$ cat config.mk
export PLATFORM = sky130hd
export DESIGN_NAME = demux_1xn_stream
export DESIGN_NICKNAME = d
export VERILOG_FILES = /design/src/rtl/demux_pkg.sv /design/src/rtl/demux_out_slot.sv /design/src/rtl/demux_1xn_stream.sv
export SDC_FILE = /design/constraint.sdc
export NUM_CORES = 1
export LEC_CHECK = 0
export CORE_MARGIN = 2
export CORE_UTILIZATION = 48
export CTS_CLUSTER_SIZE = 12
export DETAILED_ROUTE_END_ITERATION = 10
export PLACE_DENSITY_LB_ADDON = 0.25
export SKIP_LAST_GASP = 1
export SLEW_MARGIN = 20
export SYNTH_ARGS = -nofsm -noshare
export SYNTH_HDL_FRONTEND = slang
export SYNTH_HIERARCHICAL = 1
export SYNTH_SLANG_ARGS = --single-unit
$ cat constraint.sdc
create_clock -name clk -period 3.1 [get_ports clk]
set_input_delay 0.465 -clock clk [delete_from_list [all_inputs] [get_ports clk]]
set_output_delay 0.465 -clock clk [all_outputs]
set_load 0.1 [all_outputs]
$ cat src/rtl/demux_pkg.sv
// -----------------------------------------------------------------------------
// demux_pkg
// Shared constants and helpers for the 1-to-N stream demultiplexer.
//   DROP_CNT_W : width of the saturating dropped-beat counter
//   sel_width  : select width for n channels, never less than 1 bit
// -----------------------------------------------------------------------------
package demux_pkg;

    localparam int DROP_CNT_W = 8;

    function automatic int sel_width(input int n);
        return (n <= 2) ? 1 : $clog2(n);
    endfunction

endpackage

$ cat src/rtl/demux_out_slot.sv
// -----------------------------------------------------------------------------
// demux_out_slot
// One-entry output slot for a single demux channel.
// Ports:
//   clk, rst_n   : clock, asynchronous active-low reset
//   i_load       : write i_data into the slot this cycle
//   i_data       : beat payload
//   i_ready      : downstream ready for this channel
//   o_valid      : slot holds a beat
//   o_data       : slot payload, zero while empty
//   o_can_load   : slot is empty or draining this cycle
// -----------------------------------------------------------------------------
module demux_out_slot #(
    parameter int DATA_W = 8
) (
    input  logic              clk,
    input  logic              rst_n,
    input  logic              i_load,
    input  logic [DATA_W-1:0] i_data,
    input  logic              i_ready,
    output logic              o_valid,
    output logic [DATA_W-1:0] o_data,
    output logic              o_can_load
);

    logic              r_valid;
    logic [DATA_W-1:0] r_data;
    logic              w_drain;

    assign w_drain    = r_valid & i_ready;
    assign o_can_load = ~r_valid | i_ready;
    assign o_valid    = r_valid;
    assign o_data     = r_data;

    // Load wins over drain so a simultaneous drain+load keeps the slot full
    // with the new beat; a plain drain clears the payload back to zero.
    always_ff @(posedge clk or negedge rst_n) begin
        if (!rst_n) begin
            r_valid <= 1'b0;
            r_data  <= '0;
        end else if (i_load) begin
            r_valid <= 1'b1;
            r_data  <= i_data;
        end else if (w_drain) begin
            r_valid <= 1'b0;
            r_data  <= '0;
        end
    end

endmodule

$ cat src/rtl/demux_1xn_stream.sv
// -----------------------------------------------------------------------------
// demux_1xn_stream
// Routes a valid/ready input stream to one of N_CH output channels, each with
// its own one-entry slot. Out-of-range destinations are dropped and counted.
// Optional feature macro: DEMUX_TDM_EN -- when defined, tdm_mode=1 replaces
// s_sel with an internal round-robin pointer.
// Ports:
//   clk, rst_n        : clock, asynchronous active-low reset
//   s_valid/s_ready   : input handshake; s_data payload, s_sel destination
//   tdm_mode          : round-robin destination request
//   m_valid/m_ready   : per-channel output handshake
//   m_data            : channel k at [k*DATA_W +: DATA_W]
//   err_drop          : one-cycle pulse after a dropped beat
//   drop_cnt          : saturating dropped-beat count
// -----------------------------------------------------------------------------
module demux_1xn_stream
    import demux_pkg::*;
#(
    parameter  int DATA_W = 8,
    parameter  int N_CH   = 16,
    localparam int SEL_W  = sel_width(N_CH)
) (
    input  logic                   clk,
    input  logic                   rst_n,
    input  logic                   s_valid,
    output logic                   s_ready,
    input  logic [DATA_W-1:0]      s_data,
    input  logic [SEL_W-1:0]       s_sel,
    input  logic                   tdm_mode,
    output logic [N_CH-1:0]        m_valid,
    input  logic [N_CH-1:0]        m_ready,
    output logic [N_CH*DATA_W-1:0] m_data,
    output logic                   err_drop,
    output logic [DROP_CNT_W-1:0]  drop_cnt
);

    logic [SEL_W-1:0]      w_dst;
    logic                  w_in_range;
    logic                  w_dst_rdy;
    logic                  w_accept;
    logic                  w_drop;
    logic [N_CH-1:0]       w_load;
    logic [N_CH-1:0]       w_can_load;
    logic                  r_err_drop;
    logic [DROP_CNT_W-1:0] r_drop_cnt;

`ifdef DEMUX_TDM_EN
    logic [SEL_W-1:0] r_tdm_ptr;

    // Pointer only moves on accepted beats in TDM mode, so it holds its
    // position across tdm_mode low periods.
    always_ff @(posedge clk or negedge rst_n) begin
        if (!rst_n) begin
            r_tdm_ptr <= '0;
        end else if (tdm_mode && w_accept) begin
            r_tdm_ptr <= (r_tdm_ptr == SEL_W'(N_CH - 1)) ? '0 : r_tdm_ptr + 1'b1;
        end
    end

    assign w_dst = tdm_mode ? r_tdm_ptr : s_sel;
`else
    logic w_unused_tdm;

    assign w_unused_tdm = tdm_mode;
    assign w_dst        = s_sel;
`endif

    assign w_in_range = (32'(w_dst) < N_CH);

    // Out-of-range beats are always accepted so they can be dropped.
    always_comb begin
        w_dst_rdy = 1'b1;
        for (int k = 0; k < N_CH; k++) begin
            if (w_in_range && (w_dst == SEL_W'(k))) w_dst_rdy = w_can_load[k];
        end
    end

    assign s_ready  = w_dst_rdy;
    assign w_accept = s_valid & w_dst_rdy;
    assign w_drop   = w_accept & ~w_in_range;

    always_ff @(posedge clk or negedge rst_n) begin
        if (!rst_n) begin
            r_err_drop <= 1'b0;
            r_drop_cnt <= '0;
        end else begin
            r_err_drop <= w_drop;
            if (w_drop && (r_drop_cnt != '1)) r_drop_cnt <= r_drop_cnt + 1'b1;
        end
    end

    assign err_drop = r_err_drop;
    assign drop_cnt = r_drop_cnt;

    for (genvar k = 0; k < N_CH; k++) begin : g_slot
        assign w_load[k] = w_accept & w_in_range & (w_dst == SEL_W'(k));

        demux_out_slot #(
            .DATA_W (DATA_W)
        ) u_slot (
            .clk        (clk),
            .rst_n      (rst_n),
            .i_load     (w_load[k]),
            .i_data     (s_data),
            .i_ready    (m_ready[k]),
            .o_valid    (m_valid[k]),
            .o_data     (m_data[k*DATA_W +: DATA_W]),
            .o_can_load (w_can_load[k])
        );
    end

endmodule

==> reports/metrics.csv <==
stage,metric,value,unit
worst_setup_path,Crit path required time,2.63,ns
sta,RSZ-0062 raised after global routing,false,
grt,grt total ovfl,0,
grt,number of global-route vias before repair,4958,
worst_setup_path,kind of critical path,in2out,
floorplan,FP Rows,42,
drt,Post-route DRC,0,
logic_synthesis,"Seq/Total Area, Yosys",0.556,
drt,initial DRC count,358,
grt,GR Util All Layers,0.243,
logic_synthesis,post-synthesis mux area share,0.00965,
worst_setup_path,"Buf+Inv Stages, Crit Path",2,
logic_synthesis,post-synthesis async set-or-reset flop share,1.00,
clocking,Longest Clk Path Bufs,2,
sta,fin crit share,0.957,
worst_setup_path,crit path cell chain,"clkdlybuf4s50_1, nand2b_1, mux4_2, nor3_1, or4_4, a31oi_4, buf_12",
worst_setup_path,slowest CP cell,or4_4,
finish,Ant. Diodes,0,
finish,Fillers,1036,
logic_synthesis,Synth Area per Inst,11.8,sq um
sta,FMAX,0.337,GHz
placement,dpl cell area,8130,sq um
clocking,clock slew at reported path FFs,0.06,ns
placement,# port buffers,175,
worst_setup_path,FF-to-FF Start,g_slot[0].u_slot/o_valid,
clocking,Root Driver,clkbuf_16,
floorplan,starting density of the core,0.490,
clocking,clk_lat worst skew,0.42,ns
drt,Wirelength per Cell,18.6,um
logic_synthesis,Post-Synth XOR/XNOR Area,0,
logic_synthesis,Post-synth EDFFs,0,
worst_setup_path,"Max FO, Critical Path",11,
run,max cap viols,0,
finish,nets@finish,778,
grt,antenna violations before repair,0,
floorplan,die height,120,um
drt,first drt pass iteration count,4,
floorplan,Die ar.,14500,sq um
worst_setup_path,crit path DAT,2.50,ns
drt,final wirelength,17.4,mm
sta,minimum clock period,2.97,ns
finish,post-route cell area,8820,sq um
clocking,TritonCTS clock tree,done,
logic_synthesis,"area leader, netlist",dfrtp_1,
placement,Placer Congestion,0.912,
floorplan,die width,120,um
logic_synthesis,Yosys reg bits,144,
worst_setup_path,Startpoint Class,input pin,
logic_synthesis,largest family of logic cells by synthesized area,simple AND/OR/NAND/NOR gates,
power_and_ir_drop,Lkg Pwr,4.63,nW
logic_synthesis,synthesized area,6480,sq um
sta,Final setup viols,0,
sta,relative slew slack,0.265,
sta,"Hold Vio Cnt, Final",0,
finish,ratio of cells with drive above 1 in the final layout,0.270,
clocking,# clock sinks,144,
grt,largest net degree at the start of global routing,71,
sta,fin. max-slew vios,0,
sta,Sum Neg Setup Slack,0,ns
outcome,outcome,"complete, no violations",
logic_synthesis,simple logic cell fraction of the synthesized area,0.203,
sta,Worst Skew,0.00974,ns
worst_setup_path,Worst path top cell family by delay,simple AND/OR/NAND/NOR gates,
logic_synthesis,Yosys top cell area share,0.556,
drt,final antenna-violating net count,0,
logic_synthesis,commonest cells in the netlist,"dfrtp_1 (144), a22o_1 (128), nor2b_1 (83)",
finish,area grow syn2layout,36.0,%
logic_synthesis,synth unique cells,30,
clocking,H-Tree Depth,4,
min_path,Hold Crit Class,in2async,
sta,Worst Tran Pin Value,1.10,ns
clocking,Setup Buffers After CTS,0,
placement,dpl hpwl,11.4,mm
logic_synthesis,"top cells by area, synth","dfrtp_1 (56%), a22o_1 (17%), nor2b_1 (8.0%)",
floorplan,Core ar.,13200,sq um
power_and_ir_drop,peak supply drop,0.611,mV
logic_synthesis,Yosys warnings,6,
logic_synthesis,most used flip-flop cell after synthesis,dfrtp_1,
grt,first-pass GRT wire length,27.0,mm
logic_synthesis,Synth Area in Adders,0,
logic_synthesis,Mapped Cells,551,
logic_synthesis,Synth Area in Compound Gates,0.194,
worst_setup_path,delay of the slowest critical-path stage,0.63,ns
power_and_ir_drop,pwr/cell area,953,nW/um^2
floorplan,Top Ports,186,
worst_setup_path,Critical path origin,m_ready[0],
drt,vias per cell,5.40,
drt,Vias,5052,
logic_synthesis,"count leader, synth",dfrtp_1,
worst_setup_path,Setup crit end kind,output port,
clocking,Num CTS Buffers,17,
## path summary, 6_finish.rpt
kind,cells after the start,slack [ns],end
max,7,0.13,s_ready
min,2,0.54,g_slot[14].u_slot/o_data[2]
max reg2reg,8,0.56,g_slot[0].u_slot/o_data[6]
min reg2reg,2,0.58,g_slot[6].u_slot/o_valid
max in group asynchronous,3,1.80,g_slot[3].u_slot/o_data[4]
min in group clk,2,0.58,g_slot[6].u_slot/o_valid
## layout make-up
cell class	instances	area, sq um	area share
Tap cell	176	220	0.0250
Multi-Input combinational cell	379	2700	0.306
Clock buffer	24	502	0.0569
Sequential cell	144	3600	0.409
Clock inverter	8	174	0.0197
Inverter	4	15.0	0.00170
Timing Repair Buffer	200	1610	0.182
## layer usage
layer / vias up / routed length [um] / global-route usage
li1: 2349 / - / -
met2: 180 / 8320 / 0.390
met1: 2513 / 7640 / 0.337
met3: 10 / 1340 / 0.0500
met5: - / 0 / 0
met4: 0 / 76 / 0.0683
## flip-flops by register name, summed over array words and instances, names as in the netlist
register               cells
g_slot.u_slot/o_data     128
g_slot.u_slot/o_valid     16
## cells by family (layout without fill, tap and decap cells)
kind of cell	after synthesis	in the layout
and+or+nand+nor	216	216
AOI/OAI and AO/OA	149	149
DFF	144	144
buffers and inverters	36	236
muxes	5	5
other	1	9
## cell usage in the layout, fill, tap and decap left out, drive strengths merged, types with 2 or more instances in the layout
cell type      netlist  routed
a21oi                2       2
a22o               128     128
nand2b              36      36
o21ai                3       3
nor3                 6       6
dfrtp              144     144
and2b               48      48
bufinv               0       5
clkdlybuf4s50        0      29
mux2i                4       4
nand3                3       3
inv                  4       4
clkinvlp             0       2
conb                 1       9
nor2b               83      83
nand2               28      28
nor2                 7       7
and3                 2       2
clkbuf               3      24
buf                 29     170
a31oi               11      11
## per-stage QoR
stage	hold WS, ns	power (mW)	util	worst slack (ns)	cells
global placement	0.412	6.09	0.614	-0.0174	902
global route	0.565	8.66	0.666	0.0365	935
CTS	0.546	8.45	0.665	0.0490	935
detailed placement	0.416	6.13	0.614	-0.0397	902
floorplan	0.169	5.31	-	0.0719	559
finish	0.535	8.41	0.666	0.134	935
## worst register-to-register path, cell delays in order (launching register included)
cell and delay [ns]:
dfrtp_1 0.39, nand2b_1 0.16, mux4_2 0.26, nor3_1 0.04, or4_4 0.63, a31oi_1 0.28, buf_4 0.25, and2b_1 0.21
a22o_1 0.19
## where the power goes
part	internal (mW)	total [mW]	switching (mW)	leakage [nW]
combinational	0.833	3.73	2.89	2.41
clock	1.54	2.30	0.758	0.323
sequential	2.20	2.39	0.188	1.90
## timing repair
action,CTS,global route
gates resized for setup,0,1
endpoints found under the setup margin,0,1
hold buffers,1,0
hold endpoints to repair,44,0
No activity file was read; power rests on OpenSTA's default activity.
